### config.mk
export PLATFORM = sky130hd
export DESIGN_NAME = axis_spi_rx
export DESIGN_NICKNAME = d
export VERILOG_FILES = /design/src/rtl/axis_spi_rx.sv
export SDC_FILE = /design/constraint.sdc
export NUM_CORES = 1
export LEC_CHECK = 0
export CORE_MARGIN = 8
export CORE_UTILIZATION = 49
export DETAILED_ROUTE_END_ITERATION = 12
export PLACE_DENSITY = 0.83
export SYNTH_ARGS = -nofsm -noshare
export SYNTH_HDL_FRONTEND = slang
export SYNTH_SLANG_ARGS = --single-unit
### constraint.sdc
create_clock -name clk -period 1.7 [get_ports clk]
set_input_delay 0.34 -clock clk [delete_from_list [all_inputs] [get_ports clk]]
set_output_delay 0.34 -clock clk [all_outputs]
set_load 0.01 [all_outputs]
### src/rtl/axis_spi_rx.sv
// SPI mode-0 peripheral receiver: synchronises SCK/CS/MOSI into clk,
// deserialises MSB-first frames and presents each word as one AXI-Stream beat.
//
// state   | meaning
// --------+---------------------------------------------------------------
// IDLE    | CS high; waiting for a new frame (requires a trusted CS-high sample)
// RECV    | CS low; shifting in bits on each synced SCK rise
// WAIT_CS | word done, or frame in progress at reset release; ignore SCK until CS high
module axis_spi_rx #(
  parameter int SPI_DATA_WIDTH = 32,
  parameter int SYNC_STAGES    = 2
) (
  input  logic        clk,
  input  logic        aresetn,
  input  logic        SCK,
  input  logic        CS,
  input  logic        MOSI,
  output logic [31:0] m_axis_tdata,
  output logic        m_axis_tvalid,
  input  logic        m_axis_tready,
  output logic        busy,
  output logic        overrun,
  output logic        frame_err
);

  typedef enum logic [1:0] {
    IDLE    = 2'd0,
    RECV    = 2'd1,
    WAIT_CS = 2'd2
  } state_t;

  localparam int W = SPI_DATA_WIDTH;
  localparam logic [5:0] LAST_BIT = 6'(W - 1);

  logic [SYNC_STAGES-1:0] sck_sync_q, sck_sync_d;
  logic [SYNC_STAGES-1:0] cs_sync_q, cs_sync_d;
  logic [SYNC_STAGES-1:0] mosi_sync_q, mosi_sync_d;
  // Marks which synchroniser stages hold real pin samples rather than reset values.
  logic [SYNC_STAGES-1:0] ok_sync_q, ok_sync_d;
  logic                   sck_prev_q, sck_prev_d;

  state_t         state_q, state_d;
  logic [W-1:0]   shift_q, shift_d;
  logic [5:0]     cnt_q, cnt_d;
  logic [31:0]    tdata_q, tdata_d;
  logic           tvalid_q, tvalid_d;
  logic           overrun_q, overrun_d;
  logic           frame_err_q, frame_err_d;
  // Set once a genuine CS-high has been seen after reset; a frame already
  // running at reset release must not be received from its middle.
  logic           armed_q, armed_d;

  logic sck_s, cs_s, mosi_s, sync_ok, sck_rise;
  logic complete;

  assign sck_s    = sck_sync_q[SYNC_STAGES-1];
  assign cs_s     = cs_sync_q[SYNC_STAGES-1];
  assign mosi_s   = mosi_sync_q[SYNC_STAGES-1];
  assign sync_ok  = ok_sync_q[SYNC_STAGES-1];
  assign sck_rise = sck_s & ~sck_prev_q;

  // Synchroniser chains and SCK edge-detect flop next values.
  always_comb begin
    sck_sync_d  = {sck_sync_q[SYNC_STAGES-2:0], SCK};
    cs_sync_d   = {cs_sync_q[SYNC_STAGES-2:0], CS};
    mosi_sync_d = {mosi_sync_q[SYNC_STAGES-2:0], MOSI};
    ok_sync_d   = {ok_sync_q[SYNC_STAGES-2:0], 1'b1};
    sck_prev_d  = sck_s;
  end

  // Synchroniser registers, reset to the idle bus levels.
  always_ff @(posedge clk or negedge aresetn) begin
    if (!aresetn) begin
      sck_sync_q  <= '0;
      cs_sync_q   <= '1;
      mosi_sync_q <= '0;
      ok_sync_q   <= '0;
      sck_prev_q  <= 1'b0;
    end else begin
      sck_sync_q  <= sck_sync_d;
      cs_sync_q   <= cs_sync_d;
      mosi_sync_q <= mosi_sync_d;
      ok_sync_q   <= ok_sync_d;
      sck_prev_q  <= sck_prev_d;
    end
  end

  // Frame FSM, shift register, output register and status pulses.
  always_comb begin
    state_d     = state_q;
    shift_d     = shift_q;
    cnt_d       = cnt_q;
    tdata_d     = tdata_q;
    tvalid_d    = tvalid_q;
    overrun_d   = 1'b0;
    frame_err_d = 1'b0;
    armed_d     = armed_q;
    complete    = 1'b0;

    if (tvalid_q && m_axis_tready) begin
      tvalid_d = 1'b0;
    end

    case (state_q)
      IDLE: begin
        if (sync_ok) begin
          if (cs_s) begin
            armed_d = 1'b1;
          end else if (armed_q) begin
            state_d = RECV;
            shift_d = '0;
            cnt_d   = '0;
          end else begin
            state_d = WAIT_CS;
          end
        end
      end
      RECV: begin
        // CS release wins over a coincident SCK rise: the frame is over.
        if (cs_s) begin
          if (cnt_q != 6'd0) begin
            frame_err_d = 1'b1;
          end
          state_d = IDLE;
        end else if (sck_rise) begin
          shift_d = {shift_q[W-2:0], mosi_s};
          cnt_d   = cnt_q + 6'd1;
          if (cnt_q == LAST_BIT) begin
            complete = 1'b1;
            state_d  = WAIT_CS;
          end
        end
      end
      WAIT_CS: begin
        if (cs_s) begin
          state_d = IDLE;
        end
      end
      default: state_d = IDLE;
    endcase

    // A word can load while the held one drains in the same cycle.
    if (complete) begin
      if (!tvalid_q || m_axis_tready) begin
        tdata_d        = '0;
        tdata_d[W-1:0] = shift_d;
        tvalid_d       = 1'b1;
      end else begin
        overrun_d = 1'b1;
      end
    end
  end

  // Control and datapath registers.
  always_ff @(posedge clk or negedge aresetn) begin
    if (!aresetn) begin
      state_q     <= IDLE;
      shift_q     <= '0;
      cnt_q       <= '0;
      tdata_q     <= '0;
      tvalid_q    <= 1'b0;
      overrun_q   <= 1'b0;
      frame_err_q <= 1'b0;
      armed_q     <= 1'b0;
    end else begin
      state_q     <= state_d;
      shift_q     <= shift_d;
      cnt_q       <= cnt_d;
      tdata_q     <= tdata_d;
      tvalid_q    <= tvalid_d;
      overrun_q   <= overrun_d;
      frame_err_q <= frame_err_d;
      armed_q     <= armed_d;
    end
  end

  assign m_axis_tdata  = tdata_q;
  assign m_axis_tvalid = tvalid_q;
  assign busy          = (state_q != IDLE);
  assign overrun       = overrun_q;
  assign frame_err     = frame_err_q;

endmodule

==> results of run 1 <==
[worst min-delay path by stage]
stage / end / slack [ns] / cells after the start
global placement: ok_sync_q[0] / 0.32 / 1
floorplan: armed_q / 0.04 / 0
CTS: sck_sync_q[1] / 0.35 / 0
finish: sck_sync_q[1] / 0.35 / 0
global route: sck_sync_q[1] / 0.36 / 0
detailed placement: ok_sync_q[0] / 0.33 / 1
[kinds of logic (layout without fill, tap and decap cells)]
group	Yosys count	in the layout
simple gates	32	32
buf+inv	12	73
other cells	1	1
mux	35	35
fa+ha+maj	2	2
compound gates	45	45
flops	84	84
[power breakdown]
group	internal, mW	switching, mW	leakage, nW
Combinational	0.0830	0.108	0.662
Clock	0.823	0.621	0.0977
Sequential	2.02	0.0170	1.14
[worst max-delay path: stages, from the launching register on]
cell and delay [ns]:
sky130_fd_sc_hd__dfrtp_1 0.38, sky130_fd_sc_hd__buf_4 0.16, sky130_fd_sc_hd__or3b_4 0.41, sky130_fd_sc_hd__nor4_1 0.36
sky130_fd_sc_hd__mux2i_1 0.26
[what timing repair did]
action,CTS,global route
pin swaps,0,2
cloned,0,0
hold buffers,1,0
gates resized for setup,2,6
endpoints found under the setup margin,1,51
hold endpoints to repair,32,0
setup buffers,2,0
[layout make-up]
cell class / instances / area (µm²)
Clock buffer: 13 / 138.9
Clock inverter: 2 / 60.06
Fill cell: 464 / 2291
Inverter: 2 / 7.507
Multi-Input combinational cell: 115 / 1018
Sequential cell: 84 / 2105
Tap cell: 77 / 96.34
Timing Repair Buffer: 56 / 560.5
[stage by stage]
step / setup slack (ns) / cell area (µm²) / power, mW
2_1_floorplan: 0.02296 / 3148 / 2.176
3_3_place_gp: -0.06291 / 3739 / 2.256
3_5_place_dp: -0.07894 / 3739 / 2.261
4_1_cts: 0.008484 / 3964 / 3.716
5_1_grt: -0.007594 / 3986 / 3.836
6_report: 0.03879 / 3986 / 3.676
[metal layers]
| layer | part of all wire (%) | track usage [%] | vias up |
|---|---|---|---|
| li1 | - | - | 894 |
| met1 | 45 | 17.05 | 967 |
| met2 | 47 | 20.26 | 51 |
| met3 | 5.0 | 2.730 | 11 |
| met4 | 2.2 | 8.579 | 0 |
| met5 | 0 | 0 | - |
[synth_stat cells, types with 2 or more instances]
master	count
sky130_fd_sc_hd__and3_1	2
sky130_fd_sc_hd__or2_2	2
sky130_fd_sc_hd__nand2_1	3
sky130_fd_sc_hd__a21oi_1	4
sky130_fd_sc_hd__buf_2	6
sky130_fd_sc_hd__a22o_1	32
sky130_fd_sc_hd__a21o_1	2
sky130_fd_sc_hd__dfstp_2	2
sky130_fd_sc_hd__clkbuf_1	3
sky130_fd_sc_hd__nor3b_1	2
sky130_fd_sc_hd__mux2i_1	2
sky130_fd_sc_hd__nand2b_1	3
sky130_fd_sc_hd__ha_1	2
sky130_fd_sc_hd__nor4_1	2
sky130_fd_sc_hd__nand3_1	4
sky130_fd_sc_hd__o21ai_0	3
sky130_fd_sc_hd__inv_1	2
sky130_fd_sc_hd__mux2_2	33
sky130_fd_sc_hd__nor2b_1	4
sky130_fd_sc_hd__dfrtp_1	82
[sequential cells by signal, indices dropped and copies added, names as in the netlist, 2 cells and up]
name          flops
sck_sync_q        2
mosi_sync_q       2
shift_q          31
state_q           2
cs_sync_q         2
cnt_q             6
m_axis_tdata     32
ok_sync_q         2
==> impl_results.md, run 1 <==
* Total of buffers placed on input and output ports at 41
* Sum of negative setup slack at 0 ns
* Site row count at 29
* Final slew viol count at 0
* Leading cell type in the layout, fill and taps excluded: sky130_fd_sc_hd__dfrtp_1
* WL per Instance at 16.33 µm
* Class of the most critical hold timing path: register to register
* Width of the die at 96.16 µm
* CTS H-tree depth at 3
* Area fraction of the dominant cell type after synthesis at 65.18%
* Number of global-route vias before repair at 1,961
* Arrival time at the worst endpoint at 1.92 ns
* Gate Count Post-Synth at 211
* Fraction of the mapped netlist area in simple logic gates at 6.558%
* Power per cell area at 922.1 mW/mm²
* Async set-or-reset flop fraction in the synthesized netlist at 100.0%
* Proportion of layout cells with a drive suffix above 1 at 26.84%
* Number of buffers between clock root and the deepest sink at 2
* Final Wtd Congestion at 0.8492
* Cell Count, Final, Fillers Out at 349
* Hold Vio Cnt, Final at 0
* Most frequent cells in the layout: sky130_fd_sc_hd__dfrtp_1, sky130_fd_sc_hd__clkdlybuf4s50_1, sky130_fd_sc_hd__mux2_2
* Syn Std Cell Area at 0.003148 mm²
* CTS tree: built
* Count of final setup violators at 0
* Residual overflow from global routing at 0
* Maximum operating frequency at 602.0 MHz
* Ranking of synthesized cells by area: sky130_fd_sc_hd__dfrtp_1, sky130_fd_sc_hd__mux2_2, sky130_fd_sc_hd__a22o_1
* Required time worst endpoint at 1.95 ns
* Starting density of the core at 50.15%
* Kind of start point of the critical path: register
* Initial antenna violation count at 0
* Synth Area in XOR/XNOR at 0%
* Adder-cell share of the synthesized area at 0.7949%
* Clock latency reported for the late side of the worst-skew pair at 0.34 ns
* Type of the worst setup path: register to register
* Synth Area in Compound Gates at 11.53%
* Detailed-route vias per instance at 5.510
* Placeable core area at 0.006277 mm²
* Num CTS Buffers at 9
* Register area share after synthesis at 66.85%
* HPWL after detailed placement at 3.796 mm
* Cell count after placement at 331
* Flop2flop setup slack at 0.04 ns
* Critical path capture point: cnt_q[5]
* Library cell with the largest summed area after synthesis: sky130_fd_sc_hd__dfrtp_1
* Type of destination of the critical path: register
* Root Driver: sky130_fd_sc_hd__clkbuf_8
* Post-layout min period at 1.661 ns
* IO Count at 42
* Reg2Reg Depth at 4
* Multiplexer fraction of the synthesized cell area at 12.44%
* Max FO, Critical Path at 6
* TritonCTS sink count at 84
* Startpoint of the tightest hold check path: sck_sync_q[0]
* Reported max-cap violation count at 0
* CTS clock-pin slew for the worst setup and hold paths at 0.07 ns
* Relative area change from synthesis to final layout at 26.63%
* Die Height at 96.16 µm
* Synthesized area per cell at 14.92 µm²
* Portion of the clock cycle consumed by the worst path in the final layout at 97.72%
* Nets at 276
* Dominant combinational cell family by area after synthesis: multiplexers
* Count of nets left with antenna violations after detail routing at 0
* Setup repair after global routing missed its margin: true
* VDD IR-drop max at 0.6398 mV
* YS warnings at 0
* Maximum number of pins on one net before global-route repair at 38
* Number of distinct library cells after synthesis at 36
* Outcome: completed
* Overall Global Routing Usage at 13.34%
* Reg-to-Reg End: cnt_q[5]
* Worst R2R Start: state_q[1]
* Final design utilization at 63.50%
* Sum of routed wire length over all layers at 5.699 mm
* Syn Nets at 219
* Leak Pwr at 1.903 nW
* Hold WS at 0.3497 ns
* Initial DRC count at 113
* Worst-case clock skew at 0.007610 ns
* Post-detailed-route DRC marker count at 0
* Global-route wire length before repair at 9.356 mm
* Total via count after detailed routing at 1,923
* Area enclosed by the die boundary at 0.009246 mm²
* Antenna Diode Count at 0
* Number of storage elements in the synthesis netlist at 84
* EDFF count, synth at 0
* Number of search-and-repair iterations in the first detailed-routing pass at 4
* Top flip-flop cell by instance count after synthesis: sky130_fd_sc_hd__dfrtp_1
* CP startpoint: state_q[1]
Power figures use the tool's default switching activity.
==> run 2: changes to the inputs <==
Settings changed: RECOVER_POWER set to 25.
==> run 2 against run 1 <==
Against the previous run:
- total power down 0.17%
- cell count unchanged
- worst setup slack about the same
- critical path type unchanged
- global-route usage unchanged
- fmax about the same
- critical path depth unchanged
- utilization down 0.18 points
- largest power group unchanged
- cell area down 0.28%
- highest routed layer unchanged
==> impl_results.md, run 2 (synthesis gave the netlist of run 1 again) <==
* Total via count after detailed routing at 1,922 (-0.052%)
* Reg-to-Reg End: cnt_q[5]
* Residual overflow from global routing at 0 (unchanged)
* Final slew viol count at 0 (unchanged)
* IO Count at 42 (unchanged)
* Count of nets left with antenna violations after detail routing at 0 (unchanged)
* Max FO, Critical Path at 6 (unchanged)
* Least-Margin Pin Slew at 0.8798 ns
* Num CTS Buffers at 9 (unchanged)
* Startpoint of the tightest hold check path: sck_sync_q[0]
* Worst Hold Endpoint: sck_sync_q[1]
* Post-Place Cell Area at 0.003739 mm² (unchanged)
* Worst max-slew margin expressed relative to the limit at 41.35%
* Hold Path Cell Cnt at 0 (unchanged)
* Final Wtd Congestion at 0.8492 (unchanged)
* Reg2Reg Depth at 4 (unchanged)
* VDD IR-drop max at 0.6397 mV (about the same)
* Placeable core area at 0.006277 mm² (unchanged)
* Number of global-route vias before repair at 1,961 (unchanged)
* Initial DRC count at 113 (unchanged)
* Number of buffers between clock root and the deepest sink at 2 (unchanged)
* Antenna Diode Count at 0 (unchanged)
* Maximum number of pins on one net before global-route repair at 38 (unchanged)
* Routed length on met3 at 277 µm (-2.5%)
* Proportion of layout cells with a drive suffix above 1 at 26.84% (unchanged)
* Arrival time at the worst endpoint at 1.91 ns (about the same)
* Sum of routed wire segments on met1 at 2.582 mm (-0.12%)
* Post-layout min period at 1.661 ns (-0.00005460 ns)
* Post-detailed-route DRC marker count at 0 (unchanged)
* Number of flip-flops in the largest register at 32 (unchanged)
* Initial antenna violation count at 0 (unchanged)
* Most frequent cells in the layout: sky130_fd_sc_hd__dfrtp_1, sky130_fd_sc_hd__clkdlybuf4s50_1, sky130_fd_sc_hd__mux2_2
* CTS clock-pin slew for the worst setup and hold paths at 0.07 ns (about the same)
* Die Height at 96.16 µm (unchanged)
* Maximum operating frequency at 602.0 MHz (about the same)
* Kind of start point of the critical path: register
* Setup repair after global routing missed its margin: true
* Portion of the clock cycle consumed by the worst path in the final layout at 97.72% (about the same)
* Root Driver: sky130_fd_sc_hd__clkbuf_8
* Uppermost signal routing layer after detailed routing: met4
* Worst R2R Start: state_q[1]
* Starting density of the core at 50.15% (unchanged)
* Class of the most critical hold timing path: register to register
* Number of search-and-repair iterations in the first detailed-routing pass at 4 (unchanged)
* HPWL after detailed placement at 3.796 mm (unchanged)
* Leak Pwr at 1.899 nW (-0.17%)
* Type of destination of the critical path: register
* Routed length on met2 at 2.703 mm (about the same)
* Outcome: completed
* Relative area change from synthesis to final layout at 26.27%
* Total of buffers placed on input and output ports at 41 (unchanged)
* TritonCTS sink count at 84 (unchanged)
* Leading cell type in the layout, fill and taps excluded: sky130_fd_sc_hd__dfrtp_1
* Sum of routed wire length over all layers at 5.689 mm (-0.18%)
* Sum of negative setup slack at 0 ns (unchanged)
* WL per Instance at 16.30 µm (-0.18%)
* Flop2flop setup slack at 0.04 ns (about the same)
* Width of the die at 96.16 µm (unchanged)
* Required time worst endpoint at 1.95 ns (about the same)
* Area enclosed by the die boundary at 0.009246 mm² (unchanged)
* CTS tree: built
* Site row count at 29 (unchanged)
* Worst-case clock skew at 0.007571 ns (-0.00003938 ns)
* Total power after layout at 3.669 mW (-0.17%)
* Count of final setup violators at 0 (unchanged)
* Type of the worst setup path: register to register
* CTS H-tree depth at 3 (unchanged)
* Global-route wire length before repair at 9.356 mm (unchanged)
* Hold Vio Cnt, Final at 0 (unchanged)
* Final design utilization at 63.32% (-0.18 points)
* Clock latency reported for the late side of the worst-skew pair at 0.34 ns (about the same)
* Overall Global Routing Usage at 13.34% (unchanged)
* Post-route design area at 0.003975 mm² (-0.28%)
* Power per cell area at 923.1 mW/mm² (+0.11%)
* Reported max-cap violation count at 0 (unchanged)
* Nets at 276 (unchanged)
* Detailed-route vias per instance at 5.507 (about the same)
[run 2: how the worst max path moves through the flow]
stage / startpoint / end / slack (ns)
floorplan: cnt_q[0] / m_axis_tdata[0] / 0.02
global placement: m_axis_tready / m_axis_tdata[31] / -0.06
detailed placement: m_axis_tready / m_axis_tdata[22] / -0.08
CTS: state_q[1] / m_axis_tdata[22] / 0.008
global route: state_q[1] / m_axis_tdata[8] / -0.008
finish: state_q[1] / cnt_q[5] / 0.04
[run 2: critical path, stage by stage (launching register included)]
cell	delay, ns
sky130_fd_sc_hd__dfrtp_1	0.38
sky130_fd_sc_hd__buf_4	0.16
sky130_fd_sc_hd__or3b_4	0.41
sky130_fd_sc_hd__nor4_1	0.36
sky130_fd_sc_hd__mux2i_1	0.26
[run 2: report_power, final]
group | leakage (nW) | internal, mW | switching, mW
Combinational | 0.658 | 0.0786 | 0.108
Sequential | 1.14 | 2.02 | 0.0170
Clock | 0.0977 | 0.823 | 0.620
Total | 1.90 | 2.92 | 0.744
[run 2: layer usage]
layer | global-route usage [%] | up-vias
met5 | 0 | -
met4 | 8.579 | 0
met3 | 2.730 | 11
met2 | 20.26 | 50
met1 | 17.05 | 966
li1 | - | 895
[run 2: area by class of cell]
cell class / count / area, µm²
tap: 77 / 96.34
sequential: 84 / 2105
timing repair buffer: 56 / 549.3
clock buffer: 13 / 138.9
fill: 466 / 2302
inverter: 2 / 7.507
multi-input combinational: 115 / 1018
clock inverter: 2 / 60.06
[run 2: per-stage QoR]
| step | setup WS [ns] | cells | hold slack [ns] |
|---|---|---|---|
| 6_report | 0.03884 | 349 | 0.3497 |
| 5_1_grt | -0.007594 | 349 | 0.3578 |
| 4_1_cts | 0.008484 | 349 | 0.3511 |
| 3_5_place_dp | -0.07894 | 331 | 0.3310 |
| 3_3_place_gp | -0.06291 | 331 | 0.3243 |
| 2_1_floorplan | 0.02296 | 211 | 0.04441 |
[run 2: timing repair]
action,CTS,global route
pin swaps,0,2
gates cloned,0,0
endpoints found under the setup margin,1,51
gates resized for setup,2,6
hold endpoints to repair,32,0
setup buffers,2,0
hold buffers,1,0
==> run 3: changes to the inputs <==
Settings changed: CAP_MARGIN set to 25.
==> results of run 3 <==
The final DEF is identical to that of run 2; final timing and power are the same.
